## src/rtl/dram_window_reader_if.sv

```systemverilog
// dram_window_reader_if
//   Bundles the command, DRAM read-port and output-stream signals of one
//   dram_window_reader instance.
//   master : the reader (drives rd_addr/rd_ena and the output stream)
//   slave  : the environment (command source, DRAM buffer, stream sink)
//   Command : start, base_addr, len, abort ; status busy, done
//   DRAM    : rd_addr, rd_ena -> ; <- q, dval
//   Stream  : out_data, out_valid, out_last -> ; <- out_ready
interface dram_window_reader_if #(
    parameter int AW = 16,
    parameter int DW = 16
);
    logic          start;
    logic [AW-1:0] base_addr;
    logic [AW-1:0] len;
    logic          abort;
    logic [AW-1:0] rd_addr;
    logic          rd_ena;
    logic [DW-1:0] q;
    logic          dval;
    logic [DW-1:0] out_data;
    logic          out_valid;
    logic          out_ready;
    logic          out_last;
    logic          busy;
    logic          done;

    modport master (
        input  start, base_addr, len, abort, q, dval, out_ready,
        output rd_addr, rd_ena, out_data, out_valid, out_last, busy, done
    );

    modport slave (
        output start, base_addr, len, abort, q, dval, out_ready,
        input  rd_addr, rd_ena, out_data, out_valid, out_last, busy, done
    );
endinterface

```

## src/rtl/dram_window_reader.sv

```systemverilog
// dram_window_reader
//   Read-side master for the dual-read DRAM buffer. A start command sweeps
//   len words from base_addr (address wraps modulo 2^AW), buffers the read
//   data in a small FIFO and presents it as a valid/ready stream, flagging
//   the final word with out_last. A done pulse closes each sweep, whether
//   it completed, was aborted, or was empty (len == 0).
//   Ports:
//     clk, rst_n : single clock, asynchronous active-low reset
//     bus        : dram_window_reader_if.master (command, DRAM port, stream)
module dram_window_reader #(
    parameter int AW    = 16,
    parameter int DW    = 16,
    parameter int DEPTH = 4
) (
    input  logic                  clk,
    input  logic                  rst_n,
    dram_window_reader_if.master  bus
);
    localparam int PW = (DEPTH > 1) ? $clog2(DEPTH) : 1;
    localparam int CW = PW + 1;
    localparam logic [CW:0] DEPTH_C = (CW+1)'(DEPTH);

    typedef enum logic [1:0] {IDLE, READ, DRAIN, DONE} state_t;

    state_t        state;
    logic [AW-1:0] addr;
    logic [AW-1:0] remaining;
    logic          inflight;       // read issued last cycle, data due now
    logic          inflight_last;  // tag of that read: it was the window's final word
    logic          busy_q;
    logic          done_q;

    logic [DW:0]   mem [DEPTH];    // {last_tag, data}
    logic [PW-1:0] wr_ptr;
    logic [PW-1:0] rd_ptr;
    logic [CW-1:0] count;

    logic          active;
    logic [CW:0]   credit_used;
    logic          rd_go;
    logic          push;
    logic          pop;
    logic          drain_done;

    assign active      = (state == READ) || (state == DRAIN);
    // Words already buffered plus the one still in flight must leave room,
    // so a returning dval always finds a free FIFO slot.
    assign credit_used = {1'b0, count} + {{CW{1'b0}}, inflight};
    assign rd_go       = (state == READ) && (credit_used < DEPTH_C);
    assign push        = bus.dval && active;
    assign pop         = bus.out_valid && bus.out_ready;
    // No read outstanding and the FIFO empties with this cycle's pop.
    assign drain_done  = (state == DRAIN) && !inflight && (count == CW'(pop));

    assign bus.rd_addr   = addr;
    assign bus.rd_ena    = rd_go;
    assign bus.out_valid = (count != '0);
    assign bus.out_data  = mem[rd_ptr][DW-1:0];
    assign bus.out_last  = mem[rd_ptr][DW];
    assign bus.busy      = busy_q;
    assign bus.done      = done_q;

    always_ff @(posedge clk or negedge rst_n) begin
        if (!rst_n) begin
            state         <= IDLE;
            addr          <= '0;
            remaining     <= '0;
            inflight      <= 1'b0;
            inflight_last <= 1'b0;
            busy_q        <= 1'b0;
            done_q        <= 1'b0;
            wr_ptr        <= '0;
            rd_ptr        <= '0;
            count         <= '0;
            for (int i = 0; i < DEPTH; i++) mem[i] <= '0;
        end else begin
            done_q   <= 1'b0;
            inflight <= rd_go;

            if (rd_go) begin
                inflight_last <= (remaining == AW'(1));
                addr          <= addr + AW'(1);
                remaining     <= remaining - AW'(1);
            end

            if (push) begin
                mem[wr_ptr] <= {inflight_last, bus.q};
                wr_ptr      <= wr_ptr + PW'(1);
            end
            if (pop) rd_ptr <= rd_ptr + PW'(1);
            count <= count + CW'(push) - CW'(pop);

            case (state)
                IDLE: begin
                    // abort in the same cycle cancels the command
                    if (bus.start && !bus.abort) begin
                        if (bus.len == '0) begin
                            state  <= DONE;
                            done_q <= 1'b1;
                        end else begin
                            state     <= READ;
                            busy_q    <= 1'b1;
                            addr      <= bus.base_addr;
                            remaining <= bus.len;
                        end
                    end
                end
                READ: begin
                    if (rd_go && remaining == AW'(1)) state <= DRAIN;
                end
                DRAIN: begin
                    if (drain_done) begin
                        state  <= DONE;
                        busy_q <= 1'b0;
                        done_q <= 1'b1;
                    end
                end
                DONE: state <= IDLE;
                default: state <= IDLE;
            endcase

            // Abort overrides everything above. DONE is already closing the
            // sweep, so abort there would only produce a second done pulse.
            // Clearing inflight and leaving READ/DRAIN drops any late dval.
            if (bus.abort && active) begin
                state    <= DONE;
                busy_q   <= 1'b0;
                done_q   <= 1'b1;
                inflight <= 1'b0;
                count    <= '0;
                wr_ptr   <= '0;
                rd_ptr   <= '0;
            end
        end
    end

    // Credit scheme guarantees a free slot for every returning word.
    a_no_overflow: assert property (@(posedge clk) disable iff (!rst_n)
        (bus.dval && active) |-> (count < CW'(DEPTH)));

endmodule
```

## src/flat_wrapper.sv

```systemverilog
// flat-port wrapper written by rule: the top's interface ports become plain ports
module dram_window_reader_flat 
#(
    parameter int AW    = 16,
    parameter int DW    = 16,
    parameter int DEPTH = 4
)
  (clk, rst_n, bus_start, bus_base_addr, bus_len, bus_abort, bus_q, bus_dval, bus_out_ready, bus_rd_addr, bus_rd_ena, bus_out_data, bus_out_valid, bus_out_last, bus_busy, bus_done);
  dram_window_reader_if #(.AW(AW), .DW(DW)) bus_i ();
  input  logic clk;
  input  logic rst_n;
  input wire logic [$bits(bus_i.start)-1:0] bus_start;
  input wire logic [$bits(bus_i.base_addr)-1:0] bus_base_addr;
  input wire logic [$bits(bus_i.len)-1:0] bus_len;
  input wire logic [$bits(bus_i.abort)-1:0] bus_abort;
  input wire logic [$bits(bus_i.q)-1:0] bus_q;
  input wire logic [$bits(bus_i.dval)-1:0] bus_dval;
  input wire logic [$bits(bus_i.out_ready)-1:0] bus_out_ready;
  output wire logic [$bits(bus_i.rd_addr)-1:0] bus_rd_addr;
  output wire logic [$bits(bus_i.rd_ena)-1:0] bus_rd_ena;
  output wire logic [$bits(bus_i.out_data)-1:0] bus_out_data;
  output wire logic [$bits(bus_i.out_valid)-1:0] bus_out_valid;
  output wire logic [$bits(bus_i.out_last)-1:0] bus_out_last;
  output wire logic [$bits(bus_i.busy)-1:0] bus_busy;
  output wire logic [$bits(bus_i.done)-1:0] bus_done;
  assign bus_i.start = bus_start;
  assign bus_i.base_addr = bus_base_addr;
  assign bus_i.len = bus_len;
  assign bus_i.abort = bus_abort;
  assign bus_i.q = bus_q;
  assign bus_i.dval = bus_dval;
  assign bus_i.out_ready = bus_out_ready;
  assign bus_rd_addr = bus_i.rd_addr;
  assign bus_rd_ena = bus_i.rd_ena;
  assign bus_out_data = bus_i.out_data;
  assign bus_out_valid = bus_i.out_valid;
  assign bus_out_last = bus_i.out_last;
  assign bus_busy = bus_i.busy;
  assign bus_done = bus_i.done;
  dram_window_reader #(.AW(AW), .DW(DW), .DEPTH(DEPTH)) u_core (.clk(clk), .rst_n(rst_n), .bus(bus_i));
endmodule
```

## config.mk

```make
export PLATFORM = sky130hd
export DESIGN_NAME = dram_window_reader_flat
export DESIGN_NICKNAME = d
export VERILOG_FILES = /design/src/rtl/dram_window_reader_if.sv /design/src/rtl/dram_window_reader.sv /design/src/flat_wrapper.sv
export SDC_FILE = /design/constraint.sdc
export NUM_CORES = 1
export LEC_CHECK = 0
export ABC_AREA = 1
export ABC_CLOCK_PERIOD_IN_PS = 2190
export CAP_MARGIN = 0
export CORE_UTILIZATION = 55
export DETAILED_ROUTE_END_ITERATION = 12
export GPL_TIMING_DRIVEN = 0
export PLACE_DENSITY = 0.91
export REMOVE_ABC_BUFFERS = 1
export SLEW_MARGIN = 20
export SYNTH_ARGS = -nofsm -noshare
export SYNTH_HDL_FRONTEND = slang
export SYNTH_SLANG_ARGS = --single-unit
export TNS_END_PERCENT = 5
```

## constraint.sdc

```tcl
create_clock -name clk -period 2.19 [get_ports clk]
set_input_delay 0.657 -clock clk [delete_from_list [all_inputs] [get_ports clk]]
set_output_delay 0.657 -clock clk [all_outputs]
set_load 0.02 [all_outputs]
```

## Word level (Yosys, flattened, before mapping)

Cells that the tools add are included.

| storage, ports and cells | value |
|---|---|
| output and inout bits | 37 |
| bits in registers | 113 |
| word-level logic and storage cells | 92 |

| cells by class | value |
|---|---|
| reductions and logical operators | 20 |
| mux-type cells | 36 |
| bitwise logic cells | 2 |
| equal/unequal tests | 9 |
| $lt $le $gt $ge | 4 |
| $add $sub $neg | 7 |

Operator list:

| kind | count |
|---|---|
| $mux W16 | 8 |
| $bwmux W68 | 1 |
| $mux W17 | 3 |
| $bmux W17 S2 | 1 |
| $demux W17 S2 | 1 |
| $mux W2 | 9 |
| $add A16 B1 Y16 const B | 1 |
| $eq A16 B1 Y1 const B | 1 |
| $logic_not A16 Y1 | 1 |
| $sub A16 B1 Y16 const B | 1 |
| $logic_and A1 B1 Y1 | 9 |
| $mux W1 | 9 |
| $pmux W2 S4 | 1 |
| $ge A3 B3 Y1 const B | 2 |
| $ne A3 B3 Y1 const B | 2 |
| $not A2 Y3 | 2 |
| $reduce_bool A3 Y1 | 2 |
| $add A2 B1 Y2 const B | 2 |
| $add A3 B1 Y4 | 1 |
| $eq A2 B2 Y1 const B | 2 |
| $lt A4 B3 Y1 const B | 1 |
| $pmux W1 S2 | 2 |
| $reduce_and A4 Y1 | 1 |
| $reduce_bool A2 Y1 | 2 |
| other kinds (12) | 13 |

## Depth between registers and ports, before layout

| depth | value |
|---|---|
| depth after elaboration | 7 |
| mapped depth | 10 |
| depth with buffers taken out | 10 |

## Worst setup path before layout

OpenSTA, ideal clock, no wires.

| timing | value |
|---|---|
| path kind | register to output |
| from | register u_core.rd_ptr[0] |
| to | output bus_out_data[10] |
| slack | 0.166 ns |
| stages on the path, launching flop included | 6 |
| arrival time | 1.367 ns |
| cell sequence | dfrtp_1 -> clkbuf_1 -> inv_1 -> buf_1 -> nor2_1 -> o22ai_1 |

| on the way | value |
|---|---|
| word-level cells in the longest chain between the ends | 4 |

RTL lines:

| element | RTL line | RTL |
|---|---|---|
| start, declared | dram_window_reader.sv:35 | `logic [PW-1:0] rd_ptr;` |
| start signal, assigned | dram_window_reader.sv:90 | `if (pop) rd_ptr <= rd_ptr + PW'(1);` |
| $not A2 Y3 (implied by the code) | dram_window_reader.sv:58 | `assign bus.out_data = mem[rd_ptr][DW-1:0];` |
| $bmux W17 S2 | dram_window_reader.sv:58 |  |
| $mux W17 (implied by the code) (2 in series) | dram_window_reader.sv:58 |  |
| end, declared | flat_wrapper.sv:21 | `output wire logic [$bits(bus_i.out_data)-1:0] bus_out_data;` |

No other way between the ends. The select of a mux whose other input is x is not followed.

## Worst setup path after layout

| timing | value |
|---|---|
| from | register u_core.rd_ptr[0] |
| to | output bus_out_last |

| on the way | value |
|---|---|
| word-level cells in the longest chain between the ends | 4 |

RTL lines:

| element | RTL line | RTL |
|---|---|---|
| $not A2 Y3 (implied by the code) | dram_window_reader.sv:59 | `assign bus.out_last = mem[rd_ptr][DW];` |
| $bmux W17 S2 | dram_window_reader.sv:59 |  |
| $mux W17 (2 in series) | - |  |
| end, declared | flat_wrapper.sv:23 | `output wire logic [$bits(bus_i.out_last)-1:0] bus_out_last;` |

No other way between the ends. The select of a mux whose other input is x is not followed.

==> flow_summary.json <==
{
  "grt_setup_unrepaired": "true",
  "nets": 973,
  "cts-htree-levels": 4,
  "worst_hold_slack_ns": 0.08618,
  "ir_drop_mv": 0.8075,
  "fin_util": 0.7450,
  "yosysTopAreaCell": "dfrtp_1",
  "crit_path_max_incr_delay_ns": 0.53,
  "power.density_mw_per_mm2": 1591,
  "drive_above_1_share": 0.1340,
  "critPathCaptureType": "primary output",
  "die_area_mm2": 0.01144,
  "worstReg2RegStart": "u_core.count[1]$_DFF_PN0_",
  "portBuffers": 90,
  "place_area_mm2": 0.006984,
  "cts-root-buf": "clkbuf_8",
  "cts_hold_buf": 0,
  "synthTopCellsByArea": "dfrtp_1 (47%), nand2_1 (14%), o21ai_0 (10%)",
  "syn_area_mm2": 0.006057,
  "final_hold_viol_count": 0,
  "syn_area_per_cell_um2": 7.524,
  "required_ns": 1.53,
  "worst_pin_slew_ns": 0.8758,
  "cts_sinks": 113,
  "tns_ns": -3.691,
  "grt_pass1_wl_um": 25350,
  "gp_congestion": 0.8197,
  "mostFrequentLayoutCells": "nand2_1 (225), dfrtp_1 (110), o21ai_0 (104), nor2_1 (84), inv_1 (81)",
  "final_area_mm2": 0.007829,
  "grt_max_degree": 66,
  "cts_tree": "done",
  "period_needed_ns": 2.445,
  "regToRegSetupSlack_ns": 0.12,
  "grt_pass1_vias": 5487,
  "slew_viol_final": 0,
  "ys_seq_area_frac": 0.4668,
  "total_power_mw": 12.46,
  "fp.dieH_um": 106.9,
  "firstDrtPassIters": 5,
  "synthFlopType": "dfrtp_1",
  "io_pins": 91,
  "wl_um": 16000,
  "finalCritPeriodShare": 1.116,
  "wl_met2_um": 8058,
  "track_usage": 0.2849,
  "clock.fmax_ghz": 0.4090,
  "ctsLongestPathBuffers": 2,
  "cts_made_buffers": 17,
  "die_w_um": 106.9,
  "ys_seq_elements": 113,
  "ant_nets": 0,
  "power_leakage_nw": 3.845,
  "arrival_ns": 1.79,
  "coreArea_mm2": 0.01051,
  "async_reset_ff_frac": 1.000,
  "rows": 37,
  "slew_headroom": 0.4155,
  "vias": 5793,
  "placed_cells": 998,
  "drt-initial-drc-count": 450,
  "synth_edf_count": 0,
  "setup_violations": 18,
  "failed_checks": "setup timing",
  "synth_cells": 805,
  "top_layer": "met4",
  "cp_slowest_cell": "dfrtp_4",
  "drc": 0,
  "antenna_found_initial": 0,
  "drv_cap": 0,
  "ff2ff_path_depth": 10,
  "hold_class": "in -> async",
  "cpMostUsedCell": "buf_6",
  "start_util": 0.5764,
  "wl_met1_um": 6410,
  "path_clk_slew_ns": 0.06,
  "yosysTopAreaCellShare": 0.4668,
  "critPathMaxFanout": 6,
  "fin_cells": 1054,
  "synth_cell_types": 31,
  "final_common_cell": "nand2_1",
  "startpoint_type": "flip-flop",
  "critical_path_class": "reg -> out",
  "antenna_cells": 0,
  "pre_cts_ws_ns": -1.419,
  "worstSkewPairLatency_ns": 0.51,
  "hpwl_um": 8694,
  "yosys_warnings": 0,
  "outcome": "finished with violations",
  "rr_endpoint": "u_core.count[2]$_DFF_PN0_",
  "wire_per_inst_um": 15.18,
  "drt-vias-per-instance": 5.496,
  "syn_to_final_growth_pct": 29.25,
  "fin_ws_ns": -0.2551,
  "grt-ovfl-total": 0,
  "path_cells": "clkinvlp_4 > buf_6 > nor2_2 > o22ai_2 > buf_6",
  "clock_skew_ns": 0.01053,
  "fill_cells": 765,
  "dr_wl_met3_um": 1281
}
layout make-up:
class / instances / area [um^2] / area share
multi-input cells: 575 / 2883 / 0.3682
flip-flops and latches: 113 / 2836 / 0.3623
repair buffers: 111 / 1044 / 0.1333
clock buffers: 22 / 442.9 / 0.05658
inverters: 86 / 334.1 / 0.04267
well taps: 136 / 170.2 / 0.02174
clock inverters: 10 / 111.4 / 0.01422
repair inverters: 1 / 7.507 / 0.0009589
cell usage after synthesis, types with 3 or more instances:
library cell	count
ha_1	13
or2_2	7
buf_2	6
xor2_1	11
nand3_1	40
dfrtp_1	113
a21oi_1	3
o22ai_1	17
nand2_1	231
nand3b_1	4
o21ai_0	123
buf_6	4
nand4_1	11
nor2_2	3
xnor2_1	4
clkbuf_1	21
inv_1	84
nor2_1	90
layer usage:
metal  global-route usage  vias up
li1                     -     2787
met1               0.3546     2689
met2               0.4880      284
met3              0.06809       33
met4              0.09100        0
met5                    0        -
where the power goes:
part | leakage, nW | internal, mW | switching (mW) | total (mW)
logic | 2.16 | 2.31 | 3.65 | 5.97
clock network | 0.265 | 1.64 | 0.943 | 2.58
registers | 1.42 | 3.09 | 0.815 | 3.91
worst max-delay path: cells and delay by family (launching register included):
family / cells / cell delay, ns
AO/OA/AOI/OAI: 1 / 0.22
flip-flops: 1 / 0.53
buffers and inverters: 3 / 0.47
AND/OR/NAND/NOR: 1 / 0.04
state kept, by name (all words and copies together), names as in the netlist:
name and count:
u_core.inflight_last 1, u_core.inflight 1, u_core.remaining 16, u_core.count 3, u_core.wr_ptr 2, u_core.bus.rd_addr 16, u_core.bus.busy 1, u_core.bus.done 1
u_core.mem 68, u_core.state 2, u_core.rd_ptr 2
timing repair:
| action | 4_1_cts | 5_1_grt |
|---|---|---|
| setup endpoints to repair | 70 | 73 |
| gates resized for setup | 150 | 17 |
| gates cloned | 5 | 1 |
| pin swaps | 6 | 5 |
| setup buffers | 15 | 3 |
how the worst max path moves through the flow:
stage / start / slack (ns) / to
after floorplan: u_core.rd_ptr[0]$_DFFE_PN0P_ / -0.17 / bus_out_data[0]
after global placement: rst_n / -3.78 / u_core.remaining[9]$_DFF_PN0_
after detailed placement: u_core.rd_ptr[0]$_DFFE_PN0P_ / -1.42 / bus_out_data[9]
after CTS: u_core.rd_ptr[0]$_DFFE_PN0P_ / -0.23 / bus_out_last
after global routing: u_core.rd_ptr[0]$_DFFE_PN0P_ / -0.30 / bus_out_last
final: u_core.rd_ptr[0]$_DFFE_PN0P_ / -0.26 / bus_out_last
kinds of logic (layout without fill, tap and decap cells):
kind of cell	Yosys count	count (layout)	share of synthesized area
compound gates	151	151	0.1336
xor+xnor	15	15	0.02169
fa+ha+maj	14	14	0.03016
buf+inv	120	230	0.08180
flops	113	113	0.4668
simple gates	392	395	0.2659
No activity file was read; power rests on OpenSTA's default activity.
==> RTL edit 1, RTL diff (same flow settings) <==
`DW` is set to 16 in 3 places; all go to 32.
--- a/src/rtl/dram_window_reader_if.sv
+++ b/src/rtl/dram_window_reader_if.sv
@@ -9,5 +9,5 @@
 interface dram_window_reader_if #(
     parameter int AW = 16,
-    parameter int DW = 16
+    parameter int DW = 32
 );
     logic          start;
--- a/src/rtl/dram_window_reader.sv
+++ b/src/rtl/dram_window_reader.sv
@@ -10,5 +10,5 @@
 module dram_window_reader #(
     parameter int AW    = 16,
-    parameter int DW    = 16,
+    parameter int DW    = 32,
     parameter int DEPTH = 4
 ) (
--- a/src/flat_wrapper.sv
+++ b/src/flat_wrapper.sv
@@ -3,5 +3,5 @@
 #(
     parameter int AW    = 16,
-    parameter int DW    = 16,
+    parameter int DW    = 32,
     parameter int DEPTH = 4
 )
Interface: changed (resized bus_out_data and bus_q); port bits go from 91 to 123. The function was not compared with the original's and may differ.
==> RTL edit 1 against the original RTL <==
The flow still finishes with violations (setup timing). Synthesized area increased by 45%. Design area grew 42%. Sequential cell count rose by 64. Setup slack got worse by 0.089 ns. Die area up 44%. Worst hold slack better by 0.096 ns. Synthesized cell count rose by 40%. Wire length is 53% higher. Total power grew 45%. Critical path type unchanged. Critical endpoint is now bus_out_data[3].
==> RTL edit 1: results (changes against the original RTL) <==
share of cells above drive strength 1 11.5% (-1.9 points); DP Wirelength 13200 um (+51%); VDD IR max 0.794 mV (-1.7%); P_leak 5.42 nW (+41%); post-CTS resize count 202 (+35%); setup bufs post-CTS 12 (-3); Worst Tran Pin Value 0.590 ns (-0.285 ns); xor-xnor portion of the synthesized cell area 1.39% (-0.77 points); max reg flops 132 (+94%); crit path DAT 1.88 ns (+0.09 ns); Area contributors post-synth dfrtp_1 50%, nand2_1 13%, o21ai_0 12%; Avg WL per Cell 16.8 um (+11%); H-tree depth 4 (unchanged); adder-cell share of the synthesized area 2.08% (-0.94 points); nets@finish 1316 (+35%); first-pass GRT wire length 39100 um (+54%); post-place instance area 0.0101 mm^2 (+45%); Post-synth top flop dfrtp_1; Setup crit end bus_out_data[3]; DR iter-0 viols 868 (+93%); Worst Skew 0.00634 ns (-0.00418 ns); Final setup violation count 34 (+16); GP Congestion 0.875 (+6.8%); # port buffers 122 (+36%); clk root buf clkbuf_16; compound-gate portion of the synthesized area 15.8% (+2.4 points); mux cell area share after synthesis 0% (unchanged); final worst slack -0.344 ns (-0.0887 ns); clk_lat worst skew 0.43 ns (-0.08 ns); M2 GR Usage 51.6% (+2.8 points); vias per cell 5.68 (+3.3%); M3 GR Usage 7.15% (+0.34 points); Global Route Usage Sum 30.6% (+2.1 points); post-synthesis sequential area ratio 50.4% (+3.7 points); failing checks setup timing; outcome complete, but fails checks; Max Fanout on Critical Path 7 (+1); vias in the first global route 7966 (+45%); largest net degree at the start of global routing 104 (+58%); global routing usage on met1 37.6% (+2.1 points)
[RTL edit 1: cell types whose count changed in the layout (fill, tap and decap cells not counted), sizes merged, moves of 4 or more]
cell,change
buf,+13
clkdlybuf4s50,+19
dfrtp,+64
dlygate4sd2,-10
dlymetal6s2s,+8
inv,+14
nand2,+68
nor2,+37
o21ai,+100
o22ai,+16
xor2,-4
[RTL edit 1: critical path, cell delays in order (launching register included)]
cell and delay (ns):
dfrtp_4 0.55, buf_16 0.21, o21ai_0 0.36, o22ai_2 0.14, buf_4 0.18
[RTL edit 1: cells by family after synthesis]
group / count (synthesis)
compound gates: 266
xor+xnor: 14
fa+ha+maj: 14
buf+inv: 156
flops: 177
simple gates: 497
[RTL edit 1: stage by stage]
stage	cells	setup WS (ns)	total power, mW	hold slack (ns)	setup TNS [ns]
final	1456	-0.344	18.1	0.182	-6.52
after global placement	1397	-6.67	13.5	0.460	-1424.02
after CTS	1456	-0.216	17.5	0.213	-5.93
after global routing	1456	-0.419	19.4	0.228	-8.32
after detailed placement	1403	-1.57	13.9	0.467	-64.65
after floorplan	1064	-1.09	10.8	0.361	-36.14
[RTL edit 1: layer usage]
layer  wire length, um  vias up
met1              9400     3914
met5                 0        -
li1                  -     3859
met4               635        0
met3              2320       64
met2             12200      432
[RTL edit 1: cell type report]
class,instances,area (um^2)
fillers,1138,4320
multi-input cells,793,3850
well taps,211,264
flip-flops and latches,177,4440
repair buffers,143,1480
clock inverters,11,128
inverters,96,390
clock buffers,21,470
repair inverters,4,87.6
[RTL edit 1: where the power goes]
group | internal (mW) | total [mW] | leakage [nW] | switching, mW
clock | 1.78 | 3.10 | 0.291 | 1.32
combinational | 3.53 | 9.00 | 2.91 | 5.47
sequential | 4.82 | 6.02 | 2.22 | 1.20
total | 10.1 | 18.1 | 5.42 | 7.99
==> RTL edit 2, RTL diff (same settings) <==
Without the edit above. Make the reset (`rst_n`) synchronous in one clocked block. Comments in the files are not updated.
--- a/src/rtl/dram_window_reader.sv
+++ b/src/rtl/dram_window_reader.sv
@@ -61,5 +61,5 @@
     assign bus.done      = done_q;
 
-    always_ff @(posedge clk or negedge rst_n) begin
+    always_ff @(posedge clk) begin
         if (!rst_n) begin
             state         <= IDLE;
Behaviour: differs if rst_n is asserted again (counterexample within 4 cycles, from zero or initial values and one cycle with rst_n low); with rst_n held inactive, the same outputs for 4 cycles.
==> RTL edit 2 against the original RTL <==
The run still ends with setup timing left. Total power decreased by 22%. Highest routed layer unchanged. Setup slack improved by 0.042 ns. Design area increased by 2.7%. Via count decreased by 0.73%. Sequential power decreased by 22%. Sequential cell count increased by 2. Synthesized cell count decreased by 3.5%. Combinational power decreased by 32%. Critical endpoint unchanged. Sequential share of layout area increased by 0.99 points. Synthesized area increased by 0.85%. Wire length increased by 3.8%. Largest cell class is now sequential cells. Core utilization decreased by 0.32 points. Non-clock buffer count increased by 4.
==> RTL edit 2: results (changes against the original RTL) <==
Top delay family on crit path buffers and inverters; crit path DAT 1.75 ns (-0.04 ns); post-synthesis sequential area ratio 48.8% (+2.1 points); Post-synth top flop edfxtp_1; Final TNS setup -3.82 ns (-0.126 ns); # fillers 745 (-2.6%); outcome complete, but fails checks; via count 5751 (-0.73%); GP Congestion 0.837 (+2.1%); DR iter-0 viols 430 (-4.4%); Async SR Flop Fraction 0% (-100 points); Crit-path slowest cell dfxtp_4; Final setup violation count 34 (+16); failing checks setup timing; post-place instance area 0.00708 mm^2 (+1.4%); synth cell count leaders 162 x nor2_1, 137 x nand2_1, 115 x inv_1; final worst slack -0.213 ns (+0.0425 ns); Max Fanout on Critical Path 7 (+1); Post-synth EDFFs 68 (+68); first-pass GRT wire length 26200 um (+3.2%); vias in the first global route 5574 (+1.6%); largest net degree at the start of global routing 63 (-4.5%); number of distinct library cells after synthesis 38 (+23%); top-count cell post-synth nor2_1; final WL 16600 um (+3.8%); Area contributors post-synth edfxtp_1 33%, dfxtp_1 15%, nor2_1 10%; CP peak stage delay 0.40 ns (-0.13 ns); max_slew headroom 48.6% (+7.1 points); VDD IR max 0.611 mV (-24%); Hold Crit Class flop to flop
## RTL edit 2: logic make-up (layout without fill, tap and decap cells)
group                    count (synthesis)  in the layout  share of synthesized area [%]
AND/OR/NAND/NOR                        373            374                           26.6
buffers and inverters                  147            268                           9.87
AO/OA/AOI/OAI                          119            119                           10.6
flip-flops                             115            115                           48.8
XOR/XNOR                                12             12                           1.72
adder cells (fa/ha/maj)                 11             11                           2.38
## RTL edit 2: report_power, final
group / switching [mW] / internal, mW
sequential: 0.334 / 2.72
clock: 1.09 / 1.53
combinational: 2.53 / 1.51
## RTL edit 2: layout make-up
class	instances	area share (%)
inverter	119	5.88
clock buffer	17	5.15
tap	140	2.18
multi-input combinational	516	33.9
clock inverter	15	1.84
timing repair buffer	115	13.7
sequential	115	37.2
timing repair inverter	2	0.202
## RTL edit 2: metal layers
layer  vias to the layer above  share of wire, %  GRT usage (%)  routed length [um]
met5                         -                 0              0                   0
met4                         0               2.5           13.3                 416
met3                        38               8.2           6.66                1360
met2                       333                52           54.4                8660
met1                      2652                37           33.3                6170
li1                       2728                 -              -                   -
## RTL edit 2: final timing paths
kind	from	endpoint	slack (ns)	cells after the start
min	u_core.rd_ptr[0]$_SDFFE_PP0P_	flop	0.48	1
min reg2reg	u_core.rd_ptr[0]$_SDFFE_PP0P_	flop	0.48	1
max reg2reg	u_core.state[0]$_SDFFE_PN0P_	u_core.mem[1][4]$_SDFFCE_PN0P_	-0.05	8
max	flop	bus_out_last	-0.21	5
## RTL edit 2: what timing repair did
| item | CTS | global route |
|---|---|---|
| gates resized for setup | 170 | 20 |
| buffers inserted | 20 | 2 |
| pin swaps | 8 | 8 |
| cloned | 3 | 0 |
| endpoints found under the setup margin | 62 | 120 |
| hold endpoints to repair | 0 | 0 |
## RTL edit 2: metrics by stage
| stage | cells | setup slack [ns] |
|---|---|---|
| final | 1039 | -0.213 |
| after global routing | 1039 | -0.274 |
| after CTS | 1037 | -0.194 |
| after detailed placement | 982 | -1.39 |
| after global placement | 979 | -1.93 |
| after floorplan | 749 | -0.495 |
